**config.mk**
```make
export PLATFORM = sky130hd
export DESIGN_NAME = lcd_cmd_arbiter
export DESIGN_NICKNAME = d
export VERILOG_FILES = /design/src/rtl/lcd_pkg.sv /design/src/rtl/lcd_watchdog.sv /design/src/rtl/lcd_cmd_arbiter.sv
export SDC_FILE = /design/constraint.sdc
export NUM_CORES = 1
export LEC_CHECK = 0
export CAP_MARGIN = 20
export CORE_ASPECT_RATIO = 0.75
export CORE_MARGIN = 2
export CORE_UTILIZATION = 50
export CTS_CLUSTER_DIAMETER = 40
export DETAILED_ROUTE_END_ITERATION = 6
export PLACE_DENSITY_LB_ADDON = 0.08
export SLEW_MARGIN = 20
export SYNTH_ARGS = -nofsm -noshare
export SYNTH_HDL_FRONTEND = slang
export SYNTH_SLANG_ARGS = --single-unit
```
**constraint.sdc**
```tcl
create_clock -name CLK -period 4.35 [get_ports CLK]
set_input_delay 0.87 -clock CLK [delete_from_list [all_inputs] [get_ports CLK]]
set_output_delay 0.87 -clock CLK [all_outputs]
set_load 0.01 [all_outputs]
```
**src/rtl/lcd_pkg.sv**
```systemverilog
// Shared types and constants for the LCD command arbiter.
package lcd_pkg;

  typedef enum logic [1:0] {
    IDLE      = 2'd0,
    ISSUE     = 2'd1,
    WAIT_DONE = 2'd2,
    RELEASE   = 2'd3
  } arb_state_t;

  localparam logic [1:0] REQ_INIT  = 2'd0;
  localparam logic [1:0] REQ_TEXT  = 2'd1;
  localparam logic [1:0] REQ_CGRAM = 2'd2;

  localparam int unsigned DEFAULT_TIMEOUT = 32'd50000;

  // Init sequencer always wins; text/CGRAM ties go to whichever was not served last.
  function automatic logic [1:0] pick_winner(input logic [2:0] req, input logic last_cgram);
    logic [1:0] w;
    w = REQ_INIT;
    if (req[REQ_INIT]) begin
      w = REQ_INIT;
    end else if (req[REQ_TEXT] && req[REQ_CGRAM]) begin
      w = last_cgram ? REQ_TEXT : REQ_CGRAM;
    end else if (req[REQ_TEXT]) begin
      w = REQ_TEXT;
    end else if (req[REQ_CGRAM]) begin
      w = REQ_CGRAM;
    end else begin
      w = REQ_INIT;
    end
    return w;
  endfunction

endpackage

```
**src/rtl/lcd_watchdog.sv**
```systemverilog
// Saturating 16-bit cycle counter; expired flags the last allowed WAIT_DONE cycle.
module lcd_watchdog
  import lcd_pkg::*;
#(
  parameter int unsigned TIMEOUT_CYCLES = DEFAULT_TIMEOUT
) (
  input  logic clk,
  input  logic rst,
  input  logic clear,
  input  logic enable,
  output logic expired
);

  localparam logic [15:0] LIMIT = 16'(TIMEOUT_CYCLES - 32'd1);

  logic [15:0] cnt_q;
  logic [15:0] cnt_d;

  always_comb begin
    cnt_d = cnt_q;
    if (clear) begin
      cnt_d = 16'd0;
    end else if (enable && (cnt_q != 16'hFFFF)) begin
      cnt_d = cnt_q + 16'd1;
    end else begin
      cnt_d = cnt_q;
    end
  end

  always_ff @(posedge clk or posedge rst) begin
    if (rst) begin
      cnt_q <= 16'd0;
    end else begin
      cnt_q <= cnt_d;
    end
  end

  assign expired = (cnt_q == LIMIT);

endmodule

```
**src/rtl/lcd_cmd_arbiter.sv**
```systemverilog
// Arbitrates three LCD command sources onto one transfer engine, one
// transaction at a time, with a watchdog abort and a one-cycle idle gap.
module lcd_cmd_arbiter
  import lcd_pkg::*;
#(
  parameter int unsigned TIMEOUT_CYCLES = DEFAULT_TIMEOUT
) (
  input  logic            CLK,
  input  logic            RESET,
  input  logic [2:0]      req,
  input  logic [2:0][7:0] cmd_in,
  input  logic [2:0]      rs_in,
  input  logic [2:0]      mode4bit_in,
  input  logic [2:0]      read_busy_in,
  output logic [2:0]      grant,
  output logic [2:0]      done,
  output logic [2:0]      timeout_err,
  output logic            sendCommand,
  output logic [7:0]      command,
  output logic            command_rs,
  output logic            mode4bit,
  output logic            read_busy,
  input  logic            commandDone
);

  arb_state_t state_q, state_d;
  logic [2:0] grant_q, grant_d;
  logic       send_q, send_d;
  logic [7:0] cmd_q, cmd_d;
  logic       rs_q, rs_d;
  logic       m4_q, m4_d;
  logic       rb_q, rb_d;
  logic       last_cgram_q, last_cgram_d;
  logic [1:0] win_s;
  logic       wd_clear_s;
  logic       wd_expired_s;
  logic       done_fire_s;
  logic       to_fire_s;

  assign win_s = pick_winner(req, last_cgram_q);

  always_comb begin
    state_d      = state_q;
    grant_d      = grant_q;
    send_d       = 1'b0;
    cmd_d        = cmd_q;
    rs_d         = rs_q;
    m4_d         = m4_q;
    rb_d         = rb_q;
    last_cgram_d = last_cgram_q;
    wd_clear_s   = 1'b0;
    done_fire_s  = 1'b0;
    to_fire_s    = 1'b0;
    case (state_q)
      IDLE: begin
        if (|req) begin
          state_d    = ISSUE;
          grant_d    = 3'b001 << win_s;
          send_d     = 1'b1;
          cmd_d      = cmd_in[win_s];
          rs_d       = rs_in[win_s];
          m4_d       = mode4bit_in[win_s];
          rb_d       = read_busy_in[win_s];
          wd_clear_s = 1'b1;
          if (win_s == REQ_TEXT) begin
            last_cgram_d = 1'b0;
          end else if (win_s == REQ_CGRAM) begin
            last_cgram_d = 1'b1;
          end else begin
            last_cgram_d = last_cgram_q;
          end
        end else begin
          state_d = IDLE;
        end
      end
      // commandDone is deliberately not looked at here.
      ISSUE: state_d = WAIT_DONE;
      WAIT_DONE: begin
        if (commandDone) begin
          done_fire_s = 1'b1;
          state_d     = RELEASE;
          grant_d     = 3'b000;
        end else if (wd_expired_s) begin
          to_fire_s = 1'b1;
          state_d   = RELEASE;
          grant_d   = 3'b000;
        end else begin
          state_d = WAIT_DONE;
        end
      end
      RELEASE: begin
        state_d = IDLE;
        grant_d = 3'b000;
      end
      default: begin
        state_d = IDLE;
        grant_d = 3'b000;
      end
    endcase
  end

  always_ff @(posedge CLK or posedge RESET) begin
    if (RESET) begin
      state_q      <= IDLE;
      grant_q      <= 3'b000;
      send_q       <= 1'b0;
      cmd_q        <= 8'h00;
      rs_q         <= 1'b0;
      m4_q         <= 1'b0;
      rb_q         <= 1'b0;
      last_cgram_q <= 1'b1;
    end else begin
      state_q      <= state_d;
      grant_q      <= grant_d;
      send_q       <= send_d;
      cmd_q        <= cmd_d;
      rs_q         <= rs_d;
      m4_q         <= m4_d;
      rb_q         <= rb_d;
      last_cgram_q <= last_cgram_d;
    end
  end

  lcd_watchdog #(
    .TIMEOUT_CYCLES(TIMEOUT_CYCLES)
  ) u_watchdog (
    .clk    (CLK),
    .rst    (RESET),
    .clear  (wd_clear_s),
    .enable (state_q == WAIT_DONE),
    .expired(wd_expired_s)
  );

  // grant_q still identifies the owner during WAIT_DONE, so it steers the pulses.
  assign done        = grant_q & {3{done_fire_s}};
  assign timeout_err = grant_q & {3{to_fire_s}};
  assign grant       = grant_q;
  assign sendCommand = send_q;
  assign command     = cmd_q;
  assign command_rs  = rs_q;
  assign mode4bit    = m4_q;
  assign read_busy   = rb_q;

endmodule

```
==> metrics.md <==
| Metric | Value |
|---|---|
| Status | finished, final reports clean |
| Core area | 0.003661 mm² |
| Sum Neg Setup Slack | 0 ns |
| Hpwl dp | 3452 µm |
| Layout cells sized above 1 | 0.09449 |
| Post-route insts no fill | 306 |
| Syn_nets | 239 |
| Leakage | 1.083 nW |
| Vias per std cell | 6.016 |
| CTS Sinks | 34 |
| Detailed-route via count | 1,841 |
| CP arrival | 2.65 ns |
| Initial drt markers | 136 |
| Post CTS Setup Buffer Count | 0 |
| Commonest cells post-synth | 33 x dfrtp_1, 15 x nor2_1, 13 x a21oi_1 |
| Tmin final | 3.521 ns |
| Clk buf depth | 2 |
| Wire per inst | 15.75 µm |
| CTS resizes | 0 |
| Async SR Flop Fraction | 1.000 |
| Die area | 0.004355 mm² |
| Sequential Power Share | 0.341 |
| H-tree depth | 2 |
| Worst skew pair latency | 0.30 ns |
| MaxCap Viol Count | 0 |
| Number of synthesized flops with an enable pin | 0 |
| Netlist cell types | 36 |
| Worst Setup Slack, final | 0.8290 ns |
| Primary FF master, synth | dfrtp_1 |
| Total CTS buffers | 5 |
| Cell with the most instances after synthesis | dfrtp_1 |
| CTS tree | built |
| Gate power share | 0.408 |
| Global route overflow | 0 |
| Worst Setup End Kind | output pin |
| Reg-to-reg startpoint | u_watchdog.cnt_q[0]$_DFFE_PP0P_ |
| WL final | 4819 µm |
| Final Skew | 0.008993 ns |
| Die Height | 57.66 µm |
| Crit path required time | 3.48 ns |
| Actual transition at the worst max-transition pin | 0.8929 ns |
| PD cells | 517.7 mW/mm² |
| Vias in the first global route | 1,721 |
| Post-place setup slack | 1.070 ns |
| Initial DRT Pass Iterations | 4 |
| Seq cells post-synth | 34 |
| # setup viols final | 0 |
| Nets | 298 |
| DRT antenna net count | 0 |
| CTS root buf | clkbuf_8 |
| Crit path launch type | register |
| Initial Util | 0.5243 |
| Synth top area cells | dfrtp_1 43%, a221o_1 5.7%, a32oi_1 5.0% |
| P&R area growth vs syn | 41.53% |
| Sw frac | 0.3306 |
| GRT Total Usage | 0.2486 |
| Unrepaired setup endpoints after global routing | no |
| Slew Viols, Final | 0 |
| I/O Buffers | 59 |
| Max IR drop VDD | 0.2866 mV |
| Final period util | 0.8094 |
| Share of the synthesized area in the top cell type | 0.4302 |
| Num rows | 19 |
| Worst Hold Class | register to register |
| Post-route cell area | 0.002716 mm² |
| Pin count of the biggest net entering global routing | 35 |
| Die Wd | 75.54 µm |
| P_int | 0.0009413 W |
| Clock power frac | 0.252 |
| Crit path from | u_watchdog.cnt_q[0]$_DFFE_PP0P_ |
| DP Area | 0.002579 mm² |
| Hold path startpoint | command[5]$_DFFE_PP0P_ |
| GP Congestion | 0.7823 |
| Initial antenna violation count | 0 |
| Seq/Total Area, Yosys | 0.4439 |
| Biggest area consumer among synthesized cells | dfrtp_1 |
| Switch Pwr | 0.0004650 W |
| Clock Pin Slew Worst Setup and Hold Paths | 0.08 ns |
| Slew margin rel. | 0.4035 |
| Cells after DPL | 298 |
| Diodes inserted | 0 |
| Global-route wire length before repair | 8148 µm |
| Post-synthesis cell count | 194 |
| Kind of critical path | register to output pin |
| Fill cell count | 285 |
| Yosys warns | 0 |
| Syn Area/Cell | 9.894 µm² |
| Drt drc | 0 |
| Synth Cell Area | 0.001919 mm² |
| Boundary pin count | 60 |
| Max Freq | 284.0 MHz |
| Final core utilization | 0.7420 |
| Fin. Hold Viols | 0 |
| Worst Path Max Fanout | 7 |
| # hold bufs at CTS | 0 |
[layer usage]
layer,GRT usage,up-vias,share of wire
met3,0.07652,10,0.071
met4,0.1053,0,0.018
met5,0,-,0
met2,0.3503,58,0.43
li1,-,877,-
met1,0.3556,896,0.48
[power groups by stage]
stage	clock network (W)	logic, W	registers (W)
floorplan	0	0.000298	0.000499
global placement	0	0.000570	0.000481
detailed placement	0	0.000581	0.000479
CTS	0.000362	0.000579	0.000478
global route	0.000378	0.000626	0.000491
finish	0.000354	0.000573	0.000479
[cell families after synthesis]
| family | synth area share |
|---|---|
| XOR/XNOR | 0.004564 |
| multiplexers | 0.02803 |
| AND/OR/NAND/NOR | 0.2171 |
| AO/OA/AOI/OAI | 0.2334 |
| buffers and inverters | 0.03390 |
| flip-flops | 0.4439 |
| adder cells (fa/ha/maj) | 0.03911 |
[area by class of cell]
| type | count | area, µm² | share of cell area |
|---|---|---|---|
| multi-input combinational | 143 | 1022 | 0.3763 |
| sequential | 34 | 852.1 | 0.3137 |
| clock inverter | 3 | 68.82 | 0.02533 |
| inverter | 7 | 26.28 | 0.009673 |
| tap | 52 | 65.06 | 0.02395 |
| clock buffer | 5 | 68.82 | 0.02533 |
| timing repair buffer | 62 | 613.1 | 0.2257 |
[critical path, cell delays in order, from the launching register on]
cell             delay [ns]
dfrtp_1                0.39
ha_1                   0.22
nand4_1                0.34
nor4_1                 0.63
and3_1                 0.24
clkdlybuf4s50_1        0.53
[metrics by stage]
| stage | hold slack [ns] | power (W) |
|---|---|---|
| 6_report | 0.5142 | 0.001406 |
| 5_1_grt | 0.5395 | 0.001495 |
| 4_1_cts | 0.5178 | 0.001419 |
| 3_5_place_dp | 0.5007 | 0.001059 |
| 3_3_place_gp | 0.4963 | 0.001052 |
| 2_1_floorplan | 0.4676 | 0.0007976 |
[flip-flops by register name (all words and copies together) (netlist names)]
register          flops
grant                 3
command_rs            1
command               8
read_busy             1
mode4bit              1
state_q               2
sendCommand           1
last_cgram_q          1
u_watchdog.cnt_q     16
[cells in the final DEF (no fill, tap or decap), types with 7 or more instances in the layout]
cell and instances:
clkdlybuf4s50_1 59, dfrtp_1 33, nor2_1 15, a21oi_1 13, a32oi_1 11, a221o_1 11
o31ai_1 9, nand2_1 8, nand3_1 8, or4_1 8, inv_1 7
[worst paths after layout]
path                                       endpoint  slack, ns  depth (start not counted)
max                                  timeout_err[0]       0.83                          5
min                          command[5]$_DFFE_PP0P_       0.51                          1
max reg2reg                    grant[2]$_DFFE_PP0P_       1.88                          5
min reg2reg                  command[5]$_DFFE_PP0P_       0.51                          1
max in group asynchronous  last_cgram_q$_DFFE_PP1P_       3.04                          3
min in group asynchronous     sendCommand$_DFF_PP0_       0.97                          3
No activity file was read; power rests on OpenSTA's default activity.
